### config.mk
export PLATFORM = sky130hd
export DESIGN_NAME = inst_fetch_queue_flat
export DESIGN_NICKNAME = d
export VERILOG_FILES = /design/src/rtl/inst_fetch_queue_if.sv /design/src/rtl/inst_fetch_queue.sv /design/src/flat_wrapper.sv
export SDC_FILE = /design/constraint.sdc
export NUM_CORES = 1
export LEC_CHECK = 0
export CORE_ASPECT_RATIO = 1.1
export CORE_MARGIN = 2
export CORE_UTILIZATION = 46
export CTS_BUF_LIST = sky130_fd_sc_hd__clkbuf_8
export CTS_CLUSTER_SIZE = 24
export DETAILED_ROUTE_END_ITERATION = 12
export PLACE_DENSITY = 0.71
export SYNTH_ARGS = -nofsm -noshare
export SYNTH_HDL_FRONTEND = slang
export SYNTH_SLANG_ARGS = --single-unit
### constraint.sdc
create_clock -name clk -period 6.5 [get_ports clk]
set_input_delay 0.65 -clock clk [delete_from_list [all_inputs] [get_ports clk]]
set_output_delay 0.65 -clock clk [all_outputs]
set_load 0.005 [all_outputs]
### src/rtl/inst_fetch_queue_if.sv
// ---------------------------------------------------------------------------
// inst_fetch_queue_if
//   Bundles the ROM read port, the ID-stage handshake and the EX redirect
//   request of the instruction fetch front end.
//
//   Signals:
//     rom_ce        fetch -> ROM   read enable
//     rom_addr      fetch -> ROM   word-aligned byte address
//     rom_data      ROM -> fetch   read data, one cycle after rom_ce
//     id_valid      fetch -> ID    head instruction valid
//     id_pc         fetch -> ID    PC of head instruction
//     id_inst       fetch -> ID    head instruction word
//     id_ready      ID -> fetch    ID takes the head this cycle
//     branch_flag   EX -> fetch    redirect request
//     branch_target EX -> fetch    redirect address (low two bits ignored)
//
//   Modports:
//     master  the fetch queue itself
//     slave   the surrounding ROM / ID / EX environment
// ---------------------------------------------------------------------------
interface inst_fetch_queue_if;
  logic        rom_ce;
  logic [31:0] rom_addr;
  logic [31:0] rom_data;
  logic        id_valid;
  logic [31:0] id_pc;
  logic [31:0] id_inst;
  logic        id_ready;
  logic        branch_flag;
  logic [31:0] branch_target;

  modport master (
    output rom_ce, rom_addr, id_valid, id_pc, id_inst,
    input  rom_data, id_ready, branch_flag, branch_target
  );

  modport slave (
    input  rom_ce, rom_addr, id_valid, id_pc, id_inst,
    output rom_data, id_ready, branch_flag, branch_target
  );
endinterface

### src/rtl/inst_fetch_queue.sv
// ---------------------------------------------------------------------------
// inst_fetch_queue
//   Instruction fetch front end sitting between the instruction ROM and the
//   ID stage. It generates the fetch PC, issues word reads to a ROM with a
//   one-cycle read latency, buffers returned instructions in a DEPTH-entry
//   prefetch FIFO and hands them to decode over a valid/ready handshake.
//   A branch redirect flushes the queue and drops the in-flight response.
//
//   Parameters:
//     DEPTH     queue entries (power of two, >= 2)
//     RESET_PC  first fetch address after reset
//
//   Ports:
//     clk   system clock, all state changes on the rising edge
//     rst   synchronous active-low reset
//     bus   inst_fetch_queue_if.master (ROM port, ID handshake, redirect)
//
//   Build option:
//     IFQ_BYPASS_EN  when defined, a live ROM response arriving while the
//                    queue is empty is shown to ID in the same cycle
//                    (1-cycle fetch-to-ID latency instead of 2).
// ---------------------------------------------------------------------------
module inst_fetch_queue #(
  parameter int          DEPTH    = 4,
  parameter logic [31:0] RESET_PC = 32'h0000_0000
) (
  input  logic               clk,
  input  logic               rst,
  inst_fetch_queue_if.master bus
);

  localparam int PW = $clog2(DEPTH);
  localparam int CW = PW + 1;
  localparam logic [CW:0] DEPTH_W = (CW+1)'(DEPTH);

  logic [31:0]   fetch_pc;
  logic [31:0]   req_pc;
  logic          inflight;
  logic [CW-1:0] count;
  logic [PW-1:0] head;
  logic [PW-1:0] tail;

  logic [31:0]   mem_pc   [DEPTH];
  logic [31:0]   mem_inst [DEPTH];

  logic [CW:0]   occupancy;
  logic          issue;
  logic          live_resp;
  logic          q_valid;
  logic          bypass_valid;
  logic          bypass_take;
  logic          enq_en;
  logic          deq_en;
  logic [31:0]   target_aligned;

  // Issue / enqueue / dequeue decisions, all derived from registered state
  // plus the current-cycle inputs. Occupancy counts the in-flight read so
  // that a returning word always has a free slot to land in. The only
  // response that can coexist with a branch is the one arriving in the
  // branch cycle itself, so gating it with branch_flag is what kills it.
  always_comb begin
    occupancy      = {1'b0, count} + {{CW{1'b0}}, inflight};
    issue          = rst && !bus.branch_flag && (occupancy < DEPTH_W);
    live_resp      = rst && inflight && !bus.branch_flag;
    q_valid        = (count != '0);
    target_aligned = bus.branch_target & 32'hFFFF_FFFC;
`ifdef IFQ_BYPASS_EN
    bypass_valid   = !q_valid && live_resp;
    bypass_take    = bypass_valid && bus.id_ready;
`else
    bypass_valid   = 1'b0;
    bypass_take    = 1'b0;
`endif
    enq_en         = live_resp && !bypass_take;
    deq_en         = q_valid && bus.id_ready;
  end

  // Outputs toward the ROM and ID. An empty queue presents PC 0 with a
  // zero instruction word so decode never sees a stale entry.
  always_comb begin
    bus.rom_ce   = issue;
    bus.rom_addr = fetch_pc;
    bus.id_valid = 1'b0;
    bus.id_pc    = 32'h0;
    bus.id_inst  = 32'h0;
    if (bypass_valid) begin
      bus.id_valid = 1'b1;
      bus.id_pc    = req_pc;
      bus.id_inst  = bus.rom_data;
    end else if (q_valid) begin
      bus.id_valid = 1'b1;
      bus.id_pc    = mem_pc[head];
      bus.id_inst  = mem_inst[head];
    end
  end

  // Control state: fetch PC, in-flight flag, queue pointers and count.
  // A branch wins over any enqueue or dequeue in the same cycle; a
  // handshake in that cycle is simply absorbed by the flush.
  always_ff @(posedge clk) begin
    if (!rst) begin
      fetch_pc <= RESET_PC & 32'hFFFF_FFFC;
      req_pc   <= 32'h0;
      inflight <= 1'b0;
      count    <= '0;
      head     <= '0;
      tail     <= '0;
    end else if (bus.branch_flag) begin
      fetch_pc <= target_aligned;
      inflight <= 1'b0;
      count    <= '0;
      head     <= '0;
      tail     <= '0;
    end else begin
      inflight <= issue;
      if (issue) begin
        fetch_pc <= fetch_pc + 32'd4;
        req_pc   <= fetch_pc;
      end
      if (enq_en) begin
        tail <= tail + PW'(1);
      end
      if (deq_en) begin
        head <= head + PW'(1);
      end
      case ({enq_en, deq_en})
        2'b10:   count <= count + CW'(1);
        2'b01:   count <= count - CW'(1);
        default: count <= count;
      endcase
    end
  end

  // Queue storage. Not reset: contents are only visible while count says
  // the slot is occupied.
  always_ff @(posedge clk) begin
    if (enq_en) begin
      mem_pc[tail]   <= req_pc;
      mem_inst[tail] <= bus.rom_data;
    end
  end

endmodule

### src/flat_wrapper.sv
// flat-port wrapper written by rule: the top's interface ports become plain ports
module inst_fetch_queue_flat 
#(
  parameter int          DEPTH    = 4,
  parameter logic [31:0] RESET_PC = 32'h0000_0000
)
  (clk, rst, bus_rom_ce, bus_rom_addr, bus_id_valid, bus_id_pc, bus_id_inst, bus_rom_data, bus_id_ready, bus_branch_flag, bus_branch_target);
  inst_fetch_queue_if bus_i ();
  input  logic clk;
  input  logic rst;
  output wire logic [$bits(bus_i.rom_ce)-1:0] bus_rom_ce;
  output wire logic [$bits(bus_i.rom_addr)-1:0] bus_rom_addr;
  output wire logic [$bits(bus_i.id_valid)-1:0] bus_id_valid;
  output wire logic [$bits(bus_i.id_pc)-1:0] bus_id_pc;
  output wire logic [$bits(bus_i.id_inst)-1:0] bus_id_inst;
  input wire logic [$bits(bus_i.rom_data)-1:0] bus_rom_data;
  input wire logic [$bits(bus_i.id_ready)-1:0] bus_id_ready;
  input wire logic [$bits(bus_i.branch_flag)-1:0] bus_branch_flag;
  input wire logic [$bits(bus_i.branch_target)-1:0] bus_branch_target;
  assign bus_rom_ce = bus_i.rom_ce;
  assign bus_rom_addr = bus_i.rom_addr;
  assign bus_id_valid = bus_i.id_valid;
  assign bus_id_pc = bus_i.id_pc;
  assign bus_id_inst = bus_i.id_inst;
  assign bus_i.rom_data = bus_rom_data;
  assign bus_i.id_ready = bus_id_ready;
  assign bus_i.branch_flag = bus_branch_flag;
  assign bus_i.branch_target = bus_branch_target;
  inst_fetch_queue #(.DEPTH(DEPTH), .RESET_PC(RESET_PC)) u_core (.clk(clk), .rst(rst), .bus(bus_i));
endmodule
# Yosys cells after proc, flatten, opt, wreduce, memory -nomap -nowiden
# Memory sizes are Yosys's and may differ from the RTL's. A register that Yosys moved wholly into a read port is not among the register bits.
# Index checks and enable logic that the tools add are counted.
[word_totals]
memories = 2
inputBits = 68
regBits = 72
out_inout_bits = 98
word_cells = 43
mem_bits_rw = 256
[memory_table]
columns = ["name", "depth", "width", "rd", "rd_ports_with_merged_regs", "wr", "line_no", "rtl"]
rows = [
  ["u_core.mem_inst", 4, 32, 1, 1, 1, "inst_fetch_queue.sv:44", "logic [31:0] mem_inst [DEPTH];"],
  ["u_core.mem_pc", 4, 32, 1, 1, 1, "inst_fetch_queue.sv:43", "logic [31:0] mem_pc [DEPTH];"],
]
[op_classes]
magnitude_cmp = 1
eq_ne = 2
bitwise_logic = 2
addsub = 6
mux = 12
reduce_logical = 11
[op_table]
columns = ["op", "n"]
rows = [
  ["2-to-1 mux 32 bit", 4],
  ["adder 32 x 3 -> 32 bit (second input constant)", 1],
  ["2-to-1 mux 2 bit", 4],
  ["case mux 3 bit (2 select lines)", 1],
  ["logical AND 1 bit", 5],
  ["adder 2 x 1 -> 2 bit (second input constant)", 2],
  ["adder 3 x 1 -> 4 bit", 1],
  ["< comparator 4 x 3 -> 1 bit (second input constant)", 1],
  ["nonzero test 2 bit", 2],
  ["adder 3 x 1 -> 3 bit (second input constant)", 1],
  ["2-to-1 mux 1 bit", 3],
  ["nonzero test 3 bit", 1],
  ["subtractor 3 x 1 -> 3 bit (second input constant)", 1],
  ["== test 2 x 1 -> 1 bit (second input constant)", 1],
  ["== test 2 bit (second input constant)", 1],
  ["inverter 1 bit", 2],
  ["AND reduction 2 bit", 1],
  ["OR reduction 2 bit", 1],
  ["logical NOT 1 bit", 1],
]

# Longest topological paths before layout
# Gate-level depths: netlist of the first run.
[depth]
depth_word = 5
mapped_depth = 10
ltp_nobuf = 8

# Least setup slack after synthesis of the first run
# Ideal clock, no wire load.
[synth_path]
path_type = "input-to-reg"
start = "in rst"
end = "mem u_core.mem_inst[0][0] (enable)"
cell_stages = 4
arrival_time_ps = 2696
path_slack_ps = 3378
setup_time_ps = 427
required_time_ps = 6073
n_path_buf = 2
cell_sequence = "buf_2 nor2b_1 clkbuf_1 and3_1"
[synth_via]
elab_chain_len = 4
[synth_lines]
columns = ["item", "line_no", "rtl"]
rows = [
  ["start: declaration", "flat_wrapper.sv:10", "input logic rst;"],
  ["logical AND 1 bit (2 in a row)", "inst_fetch_queue.sv:64", "live_resp = rst && inflight && !bus.branch_flag;"],
  ["2-to-1 mux 1 bit", "inst_fetch_queue.sv:137", "if (enq_en) begin"],
  ["2-to-1 mux 1 bit (implied by the code)", "inst_fetch_queue.sv:139", "mem_inst[tail] <= bus.rom_data;"],
  ["end: declaration", "inst_fetch_queue.sv:44", ""],
]
# Every way passes these cells.

# Final worst setup path of the first run
[layout_path]
start = "in rst"
end = "out bus_rom_ce"
[layout_via]
elab_chain_len = 2
[layout_lines]
columns = ["item", "line_no", "rtl"]
rows = [
  ["logical AND 1 bit (2 in a row)", "inst_fetch_queue.sv:63", "issue = rst && !bus.branch_flag && (occupancy < DEPTH_W);"],
  ["end: declaration", "flat_wrapper.sv:11", "output wire logic [$bits(bus_i.rom_ce)-1:0] bus_rom_ce;"],
]
# Every way passes these cells.

==> results of run 1 <==
cells in the mapped netlist (all sizes together), types with 2 or more instances:
| master | number |
|---|---|
| a32oi | 3 |
| o31ai | 5 |
| nand4b | 2 |
| buf | 18 |
| a31o | 2 |
| and3 | 9 |
| nand4 | 19 |
| and2 | 67 |
| a31oi | 17 |
| mux2i | 2 |
| nor2 | 17 |
| and4 | 2 |
| nand2 | 83 |
| nor4 | 8 |
| nand3 | 11 |
| xor2 | 6 |
| a211oi | 2 |
| o311ai | 4 |
| o21ai | 22 |
| dfxtp | 70 |
| nor3 | 4 |
| o211ai | 4 |
| a311oi | 3 |
| o311a | 2 |
| mux4 | 62 |
| or3 | 12 |
| edfxtp | 248 |
| xnor2 | 5 |
| clkbuf | 36 |
| ha | 6 |
| a21oi | 39 |
| a21o | 2 |
| inv | 16 |
| or4 | 9 |
through the flow:
stage	cell area (um^2)	worst slack, ns	total power (uW)
finish	15600	2.58	4090
global route	15600	2.31	4240
CTS	15600	2.46	4130
detailed placement	14600	2.54	2460
global placement	14600	2.63	2450
floorplan	12800	3.38	2350
power by group through the flow:
stage / Combinational (uW) / Clock, uW / Sequential (uW)
final: 166 / 1670 / 2250
after global routing: 183 / 1800 / 2250
after CTS: 168 / 1720 / 2250
after detailed placement: 166 / 0 / 2290
after global placement: 163 / 0 / 2290
after floorplan: 71.3 / 0 / 2280
worst min-delay path by stage:
| stage | startpoint | to |
|---|---|---|
| floorplan | u_core.req_pc[10] | u_core.mem_pc[0][10] |
| global placement | u_core.req_pc[17] | u_core.mem_pc[2][17] |
| detailed placement | u_core.req_pc[7] | u_core.mem_pc[0][7] |
| CTS | u_core.req_pc[17] | u_core.mem_pc[2][17] |
| global route | u_core.req_pc[17] | u_core.mem_pc[2][17] |
| finish | u_core.req_pc[17] | u_core.mem_pc[2][17] |
registers in the layout, summed over array words and instances (netlist names), named ones only:
| signal | flops |
|---|---|
| u_core.bus.rom_addr | 30 |
| u_core.count | 3 |
| u_core.head | 2 |
| u_core.inflight | 1 |
| u_core.mem_inst | 128 |
| u_core.mem_pc | 120 |
| u_core.req_pc | 30 |
| u_core.tail | 2 |
routing by layer:
layer	track usage, %	vias up
li1	-	3536
met1	25.0	3759
met2	30.5	266
met3	3.77	38
met4	5.20	0
met5	0	-
area by class of cell:
class / instances / area (um^2)
multi-input cells: 444 / 3650
clock inverters: 35 / 255
fillers: 2163 / 11500
inverters: 16 / 60.1
flip-flops and latches: 318 / 8860
repair buffers: 163 / 1620
clock buffers: 54 / 743
well taps: 357 / 447
cell families after synthesis:
logic type	after synthesis
mux	64
buf+inv	70
flops	318
xor+xnor	11
compound gates	111
fa+ha+maj	7
simple gates	247
other cells	1
critical path, cell delays in order:
cell,delay [ns]
clkdlybuf4s50_1,0.45
buf_4,0.27
nor2b_1,0.59
nand2_1,0.18
inv_2,0.49
clkdlybuf4s50_1,0.63
cell usage in the layout (no fill, tap or decap), types with 3 or more instances in the layout:
cell | netlist | routed
dfxtp_1 | 70 | 68
or3_1 | 11 | 10
nor2_1 | 17 | 17
xnor2_1 | 5 | 5
o21ai_0 | 22 | 22
o31ai_1 | 5 | 5
ha_1 | 6 | 6
edfxtp_1 | 248 | 248
bufinv_16 | 0 | 4
nand2_1 | 83 | 83
and2_1 | 67 | 67
clkbuf_8 | 0 | 54
a311oi_1 | 3 | 3
mux4_2 | 62 | 62
nor3_1 | 4 | 4
a31oi_1 | 16 | 16
o311ai_0 | 4 | 4
nand3_1 | 11 | 11
clkinv_1 | 0 | 8
or4_1 | 8 | 8
conb_1 | 1 | 4
and3_4 | 0 | 4
inv_1 | 14 | 29
clkdlybuf4s50_1 | 0 | 159
nor4_1 | 8 | 8
nand4_1 | 19 | 19
clkinv_2 | 0 | 5
a21oi_1 | 39 | 39
and3_1 | 9 | 5
o211ai_1 | 4 | 4
xor2_1 | 6 | 6
a32oi_1 | 3 | 3
buf_4 | 4 | 4
==> impl_results.md, run 1 <==
* DPL Wire Length at ~15000 um
* Routability cong. at 0.868
* Setup slack, reg-to-reg at roughly 3.6 ns
* Placed instance count at 1298
* CTS Buffer Depth at 3
* End point of the critical path: bus_rom_ce
* ANT nets after route at 0
* #FFs+latches synth at 318
* Slew Limit Fails at 0
* Pint at 3230 uW
* Top cell type by total area after synthesis: edfxtp_1
* Avg WL per Cell at around 19 um
* Tcrit/Tclk final at around three fifths
* Final Util at between 50 and 60%
* DR DRC count at 0
* Compound-gate portion of the synthesized area at 5.50%
* CTS tree: done
* Hold Path Depth at 0
* Ports at approximately 170
* Yosys warns at 0
* Core area at 27100 um^2
* Synth top area share at between 50% and 60%
* Detailed router's first-iteration violation count at roughly 560
* Outcome: finished clean
* Top sig layer: met4
* Post-synthesis mux area share at between 10 and 15%
* Critical Path Fanout Max at 37
* Starting Density at ~47%
* Yosys cell types at 54
* WL met2 at between 10000 and 15000 um
* Die area at ~29000 um^2
* CP Launch Type: input pin
* Sw power at 859 uW
* Wire length of the first global-routing pass at approximately 42000 um
* PwrDens at 261 nW/um^2
* Skew-Pair Late Insertion Delay at around 0.56 ns
* Post-CTS sizing at 0
* Layout area overhead at 22.4%
* Reg2Reg Launch Point: u_core.count[0]
* RSZ-0062 raised after global routing: no
* Switching share of power at 21.0%
* GRT overflow at 0
* Worst Hold Class: reg -> reg
* Worst reg2reg endpoint: u_core.count[2]
* Post-CTS setup buffers at 0
* Root Driver: clkbuf_8
* Die Span X at ~160 um
* Relative slew slack at about 28%
* Largest net degree at the start of global routing at 66
* Clock transition at the registers of the reported paths at about 0.060 ns
* # nets final at around 1100
* Post-synth EDFFs at roughly 250
* Initial antenna violation count at 0
* Clock skew at 0.0289 ns
* Sequential share of power at a little under three fifths
* I/O Buffers at about 160
* Die height at about 180 um
* Clock Power Share at about two fifths
* Post-synth top flop: edfxtp_1
* Post-route insts no fill at approximately 1400
* Vias in the first global route at 7784
* Mapped Area at roughly 13000 um^2
* Cell count after synthesis at 829
* Setup TNS at 0 ns
* Routed WL at roughly 27000 um
* Top post-synthesis cells by area: edfxtp_1 (58%), dfxtp_1 (11%), mux4_2 (11%), and2_1 (3.3%), nand2_1 (2.4%)
* Worst path required time at between 5 and 6 ns
* Fraction of registers with async set/reset at 0%
* MaxCap Viol Count at 0
* Total CTS buffers at about 50
* Fin. Hold Viols at 0
* Worst vdd ir at 0.000113 V
* Gr usage total at a little under a fifth
* Maximum clock frequency at about 260 MHz
* Largest family of logic cells by synthesized area: multiplexers
* Row count at between 60 and 70
* Setup Viol. Count Final at 0
* Setup crit start: rst
* Xor and xnor fraction of the mapped netlist area at less than 1%
* Worst slew pin tran at around 1.1 ns
* Setup Crit Path Kind: in -> out
* Hold slack at about 0.50 ns
* Post-Synth Simple-Gate Area at 10.2%
* Via density at between 5 and 6
* Mapped Avg Cell Area at ~15 um^2
* Layout cell share with drive strength beyond 1 at between 10 and 15%
* Worst reg2reg path depth at 8
* P_leak at 0.00511 uW
* Sequential element share of the synthesized area at between 60 and 70%
* Routed vias at 7599
* Post-Synth Adder-Cell Area at less than 1%
* Antenna cell count at 0
* CTS H-tree lvls at 2
* First-pass DRT Iterations at 7
* Sink Count at 318
* Combinational Power Share at between 4 and 5%
* Hold Buf Count CTS at 0
* Critical path endpoint category: primary output
* Met3 routed WL at between 1500 and 2000 um
* Crit path arrival time at between 3 and 4 ns
* M1 WL at 12000 um
* Min Clock Period, post-route at roughly 3.9 ns
Power figures use the tool's default switching activity.
==> run 2, diff against run 1 <==
- PLACE_DENSITY: 0.71 -> 0.74
- clock period: 6.5 -> 3.35 ns (I/O delays scaled with it)
==> run 2 against run 1 <==
  * Power increased by 87%
  * Cell area increased by 0.91%
  * Global-route usage decreased by 0.16 points
  * Hold slack got worse by 0.13 ns
  * Clock skew decreased by 0.018 ns
  * Critical path depth decreased by 2
  * Final cell count increased by 1.5%
  * Die area unchanged
  * Combinational power increased by 100%
  * Clock power increased by 76%
  * Register-to-register slack got worse by 2.7 ns
==> impl_results.md, run 2 (synthesis results as in run 1) <==
* Outcome: finished clean
* Via density at ~5.5
* P_leak at between 0.005 and 0.006 uW
* CP Cell Sequence: buf_12, mux4_2, and2_1, clkdlybuf4s50_1
* Root Driver: clkbuf_8
* Min Clock Period, post-route at approximately 3.0 ns
* CP Launch Type: flip-flop
* Top delay family on crit path: buffers and inverters
* Total CTS buffers at 49
* Hold Buf Count CTS at 0
* Layout area overhead at 23.5%
* Maximum clock frequency at approximately 340 MHz
* Sink Count at 318
* Routed vias at 7702
* Initial antenna violation count at 0
* Top sig layer: met4
* # nets final at 1089
* Largest net degree at the start of global routing at 40
* Total power at about 7600 uW
* Sequential share of power at approximately 57%
* I/O Buffers at roughly 160
* Row count at 63
* Worst Hold Class: in -> reg
* Number of flip-flops in the largest register at ~130
* Largest regs: u_core.mem_inst (128), u_core.mem_pc (120)
* CTS H-tree lvls at 2
* Crit path arrival time at about 2.7 ns
* Critical Path Fanout Max at 22
* Worst reg2reg path depth at 8
* Skew-Pair Late Insertion Delay at 0.55 ns
* Placed instance count at between 1000 and 1500
* Combinational Power Share at 4.3%
* Fin. Hold Viols at 0
* End point of the critical path: bus_id_pc[14]
* Avg WL per Cell at 18.7 um
* Setup Viol. Count Final at 0
* DR DRC count at 0
* Slew Limit Fails at 0
* MaxCap Viol Count at 0
* PwrDens at a little under 500 nW/um^2
* Worst reg2reg endpoint: u_core.count[2]
* Reg with most FFs: u_core.mem_inst
* Clock Power Share at between 30% and 40%
* First-pass DRT Iterations at 5
* Switching share of power at 21.3%
* Sw power at roughly 1600 uW
* Starting Density at 47.1%
* Setup Crit Path Kind: reg -> out
* Clock transition at the registers of the reported paths at about 0.07 ns
* ANT nets after route at 0
* Tcrit/Tclk final at ~89%
* CTS Buffer Depth at 3
* Die Span X at 163 um
* Post-route insts no fill at 1408
* M1 WL at around 12000 um
* Pint at ~6000 uW
* Ports at ~170
* Hold slack at ~0.37 ns
* CTS tree: done
* Worst slew pin tran at 1.07 ns
* Antenna cell count at 0
* Post-CTS sizing at 0
* GRT overflow at 0
* Critical path depth at 4
* Routability cong. at roughly 0.86
* Critical Path Max Stage Delay at between 0.6 and 0.7 ns
* Vias in the first global route at 7678
* Clock skew at around 0.011 ns
* DPL Wire Length at 17000 um
* Layout cell share with drive strength beyond 1 at 15.6%
* Met3 routed WL at about 1600 um
* WL met2 at 12400 um
* Reg2Reg Launch Point: u_core.count[0]
* Die height at 179 um
* Post-CTS setup buffers at 0
* Gr usage total at a little under a fifth
* Relative slew slack at 28.8%
* Routed WL at 26400 um
* Die area at approximately 29000 um^2
* Worst vdd ir at about 0.00021 V
* Setup TNS at 0 ns
* Worst path required time at 3.01 ns
* CP max-delay cell: dfxtp_4
* Commonest non-fill, non-tap cell in the layout: edfxtp_1
* Core area at roughly 27000 um^2
* Setup slack, reg-to-reg at around 0.90 ns
* Crit path buffers/inverters at 2
* Critical path endpoint category: primary output
* RSZ-0062 raised after global routing: no
* Commonest cells after routing, fill and taps aside: edfxtp_1 (248), clkdlybuf4s50_1 (159), nand2_1 (83)
* Detailed router's first-iteration violation count at roughly 480
* Wire length of the first global-routing pass at about 41000 um
-- run 2: layout make-up --
| class | count | area [um^2] |
|---|---|---|
| tap | 357 | 447 |
| clock inverter | 35 | 171 |
| timing repair buffer | 185 | 1860 |
| sequential | 318 | 8860 |
| inverter | 16 | 60.1 |
| fill | 2053 | 11300 |
| multi-input combinational | 444 | 3650 |
| clock buffer | 53 | 729 |
-- run 2: how the worst min path moves through the flow --
stage | startpoint | end | slack [ns] | cells after the start
finish | bus_branch_target[13] | u_core.bus.rom_addr[13] | 0.37 | 3
global route | bus_branch_target[13] | u_core.bus.rom_addr[13] | 0.37 | 3
CTS | bus_branch_target[13] | u_core.bus.rom_addr[13] | 0.34 | 3
detailed placement | u_core.req_pc[25] | u_core.req_pc[25] | 0.49 | 2
global placement | u_core.req_pc[9] | u_core.req_pc[9] | 0.48 | 2
floorplan | bus_rom_data[0] | u_core.mem_inst[0][0] | 0.43 | 0
-- run 2: tightest hold or removal path, stage by stage --
cell             delay (ns)
clkdlybuf4s50_1        0.41
nand2_1                0.07
a31oi_1                0.06
-- run 2: through the flow --
stage | util (%) | setup slack [ns] | instance area [um^2]
6_report | 58.2 | 0.368 | 15800
5_1_grt | 58.2 | 0.212 | 15800
4_1_cts | 58.2 | 0.286 | 15800
3_5_place_dp | 54.9 | 0.758 | 14900
3_3_place_gp | 54.9 | 0.747 | 14900
2_1_floorplan | - | 0.543 | 12800
-- run 2: per-layer routing --
metal | global-route usage (%) | vias up
met2 | 29.3 | 294
met1 | 25.6 | 3777
met3 | 3.28 | 44
met5 | 0 | -
met4 | 5.86 | 0
li1 | - | 3587
-- run 2: power by group through the flow --
stage	logic (uW)	clock network (uW)	registers, uW
2_1_floorplan	138	0	4420
3_3_place_gp	327	0	4440
3_5_place_dp	331	0	4440
4_1_cts	333	3030	4360
5_1_grt	361	3190	4370
6_report	332	2940	4360
==> run 3, diff against run 2 <==
- CORE_MARGIN: 2 -> 10
==> run 3 against run 2 <==
  * Clock-buffer cell count decreased by 3
  * Hold slack better by 0.020 ns
  * Clock power decreased by 3%
  * Routed wire length up 5.6%
  * Clock skew up 0.0076 ns
  * Worst setup slack got worse by 0.047 ns
  * First-iteration DRC count rose by 13%
  * Non-clock buffer count decreased by 1
  * Cell area down 0.13%
==> impl_results.md, run 3 (synthesis results as in run 1) <==
* Largest net degree at the start of global routing at 50
* Post-CTS sizing at 0
* Clock transition at the registers of the reported paths at ~0.06 ns
* RSZ-0062 raised after global routing: no
* Setup Viol. Count Final at 0
* # nets final at between 1000 and 1500
* Routed WL at between 20000 and 30000 um
* CTS H-tree lvls at 2
* FILL cells at around 2100
* Total CTS buffers at 49
* Commonest cells after routing, fill and taps aside: edfxtp_1 (248), clkdlybuf4s50_1 (159), nand2_1 (83)
* Routability cong. at roughly 0.87
* Via density at about 5.5
* DR DRC count at 0
* Worst Hold Class: in -> reg
* DPL Wire Length at around 18000 um
* Avg WL per Cell at between 15 and 20 um
* Root Driver: clkbuf_8
* Routed vias at about 7800
* Ports at ~170
* Maximum clock frequency at between 300 and 400 MHz
* Min Clock Period, post-route at between 3 and 4 ns
* CTS Buffer Depth at 3
* Critical path endpoint category: primary output
* I/O Buffers at ~160
* Worst slew pin tran at 1.10 ns
* Crit path arrival time at between 2 and 3 ns
* P_leak at between 0.005 and 0.006 uW
* Gr usage total at between 10% and 20%
* Relative slew slack at 26.4%
* Setup TNS at 0 ns
* Post-CTS setup buffers at 0
* Die height at 195 um
* Skew-Pair Late Insertion Delay at 0.55 ns
* Die Span X at 179 um
* Slew Limit Fails at 0
* Die area at roughly 35000 um^2
* Worst path required time at between 3 and 4 ns
* CTS tree: done
* Reg with most FFs: u_core.mem_inst
* Clock skew at roughly 0.019 ns
* Layout cell share with drive strength beyond 1 at approximately 16%
* MaxCap Viol Count at 0
* Sink Count at approximately 320
* Antenna cell count at 0
* Worst vdd ir at ~0.00028 V
* GRT overflow at 0
* Fin. Hold Viols at 0
* Number of flip-flops in the largest register at roughly 130
* Core area at 27200 um^2
* Starting Density at 47.0%
* Wire length of the first global-routing pass at around 44000 um
* Hold Buf Count CTS at 0
* Area of placed instances at between 10000 and 15000 um^2
* Detailed router's first-iteration violation count at around 540
* Row count at 63
* Setup Crit Path Kind: reg -> out
* Layout area overhead at 23.4%
* Final Cell Area at 15800 um^2
* First-pass DRT Iterations at 5
* Vias in the first global route at 7875
* Outcome: finished clean
* Critical Path Fanout Max at 49
* Largest regs: u_core.mem_inst (128), u_core.mem_pc (120)
* Initial antenna violation count at 0
* ANT nets after route at 0
* PwrDens at about 480 nW/um^2
* Commonest non-fill, non-tap cell in the layout: edfxtp_1
* CP Launch Type: flip-flop
* Tcrit/Tclk final at between 90% and 100%
[run 3: changes by cell type in the layout (fill, tap and decap cells not counted)]
cell,previous run,this run
inv_6,1,0
buf_12,6,7
clkinv_1,9,13
inv_1,32,28
buf_4,20,18
clkinv_2,5,11
inv_4,1,0
clkbuf_8,53,50
[run 3: worst max-delay path: stages (launching register included)]
cell and delay (ns):
dfxtp_1 0.37, or3_2 0.67, buf_4 0.34, and2_1 0.21
clkdlybuf4s50_1 0.53
[run 3: layout make-up]
cell class	count	area, um^2	share of cell area [%]
Sequential cell	318	8860	56.2
Inverter	16	60.1	0.381
Tap cell	357	447	2.83
Clock inverter	39	186	1.18
Timing Repair Buffer	184	1870	11.8
Clock buffer	50	688	4.37
Multi-Input combinational cell	444	3650	23.2
[run 3: worst paths after layout]
| kind | startpoint | end | slack [ns] | depth (start not counted) |
|---|---|---|---|---|
| max | u_core.count[0] | bus_id_pc[17] | 0.32 | 4 |
| min | bus_branch_target[5] | u_core.bus.rom_addr[5] | 0.39 | 3 |
| max reg2reg | u_core.bus.rom_addr[2] | u_core.bus.rom_addr[24] | 0.98 | 6 |
| min reg2reg | u_core.req_pc[17] | u_core.mem_pc[3][17] | 0.49 | 0 |
[run 3: metrics by stage]
step	setup slack, ns	hold slack [ns]	util [%]	power (uW)	std cells
2_1_floorplan	0.543	0.434	-	4560	832
3_3_place_gp	0.848	0.476	54.7	4770	1319
3_5_place_dp	0.800	0.486	54.7	4780	1319
4_1_cts	0.253	0.358	57.9	7650	1408
5_1_grt	0.190	0.403	57.9	7850	1408
6_report	0.320	0.390	57.9	7560	1408
[run 3: where the power goes]
part	total, uW	internal, uW	switching, uW
logic	335	185	150
clock network	2860	1470	1400
registers	4360	4290	73.5
total	7560	5940	1620
[run 3: per-layer routing]
metal,GRT usage (%),wire (um)
met1,20.7,11800
met2,24.6,13300
met3,4.05,2190
met4,4.85,541
met5,0,0
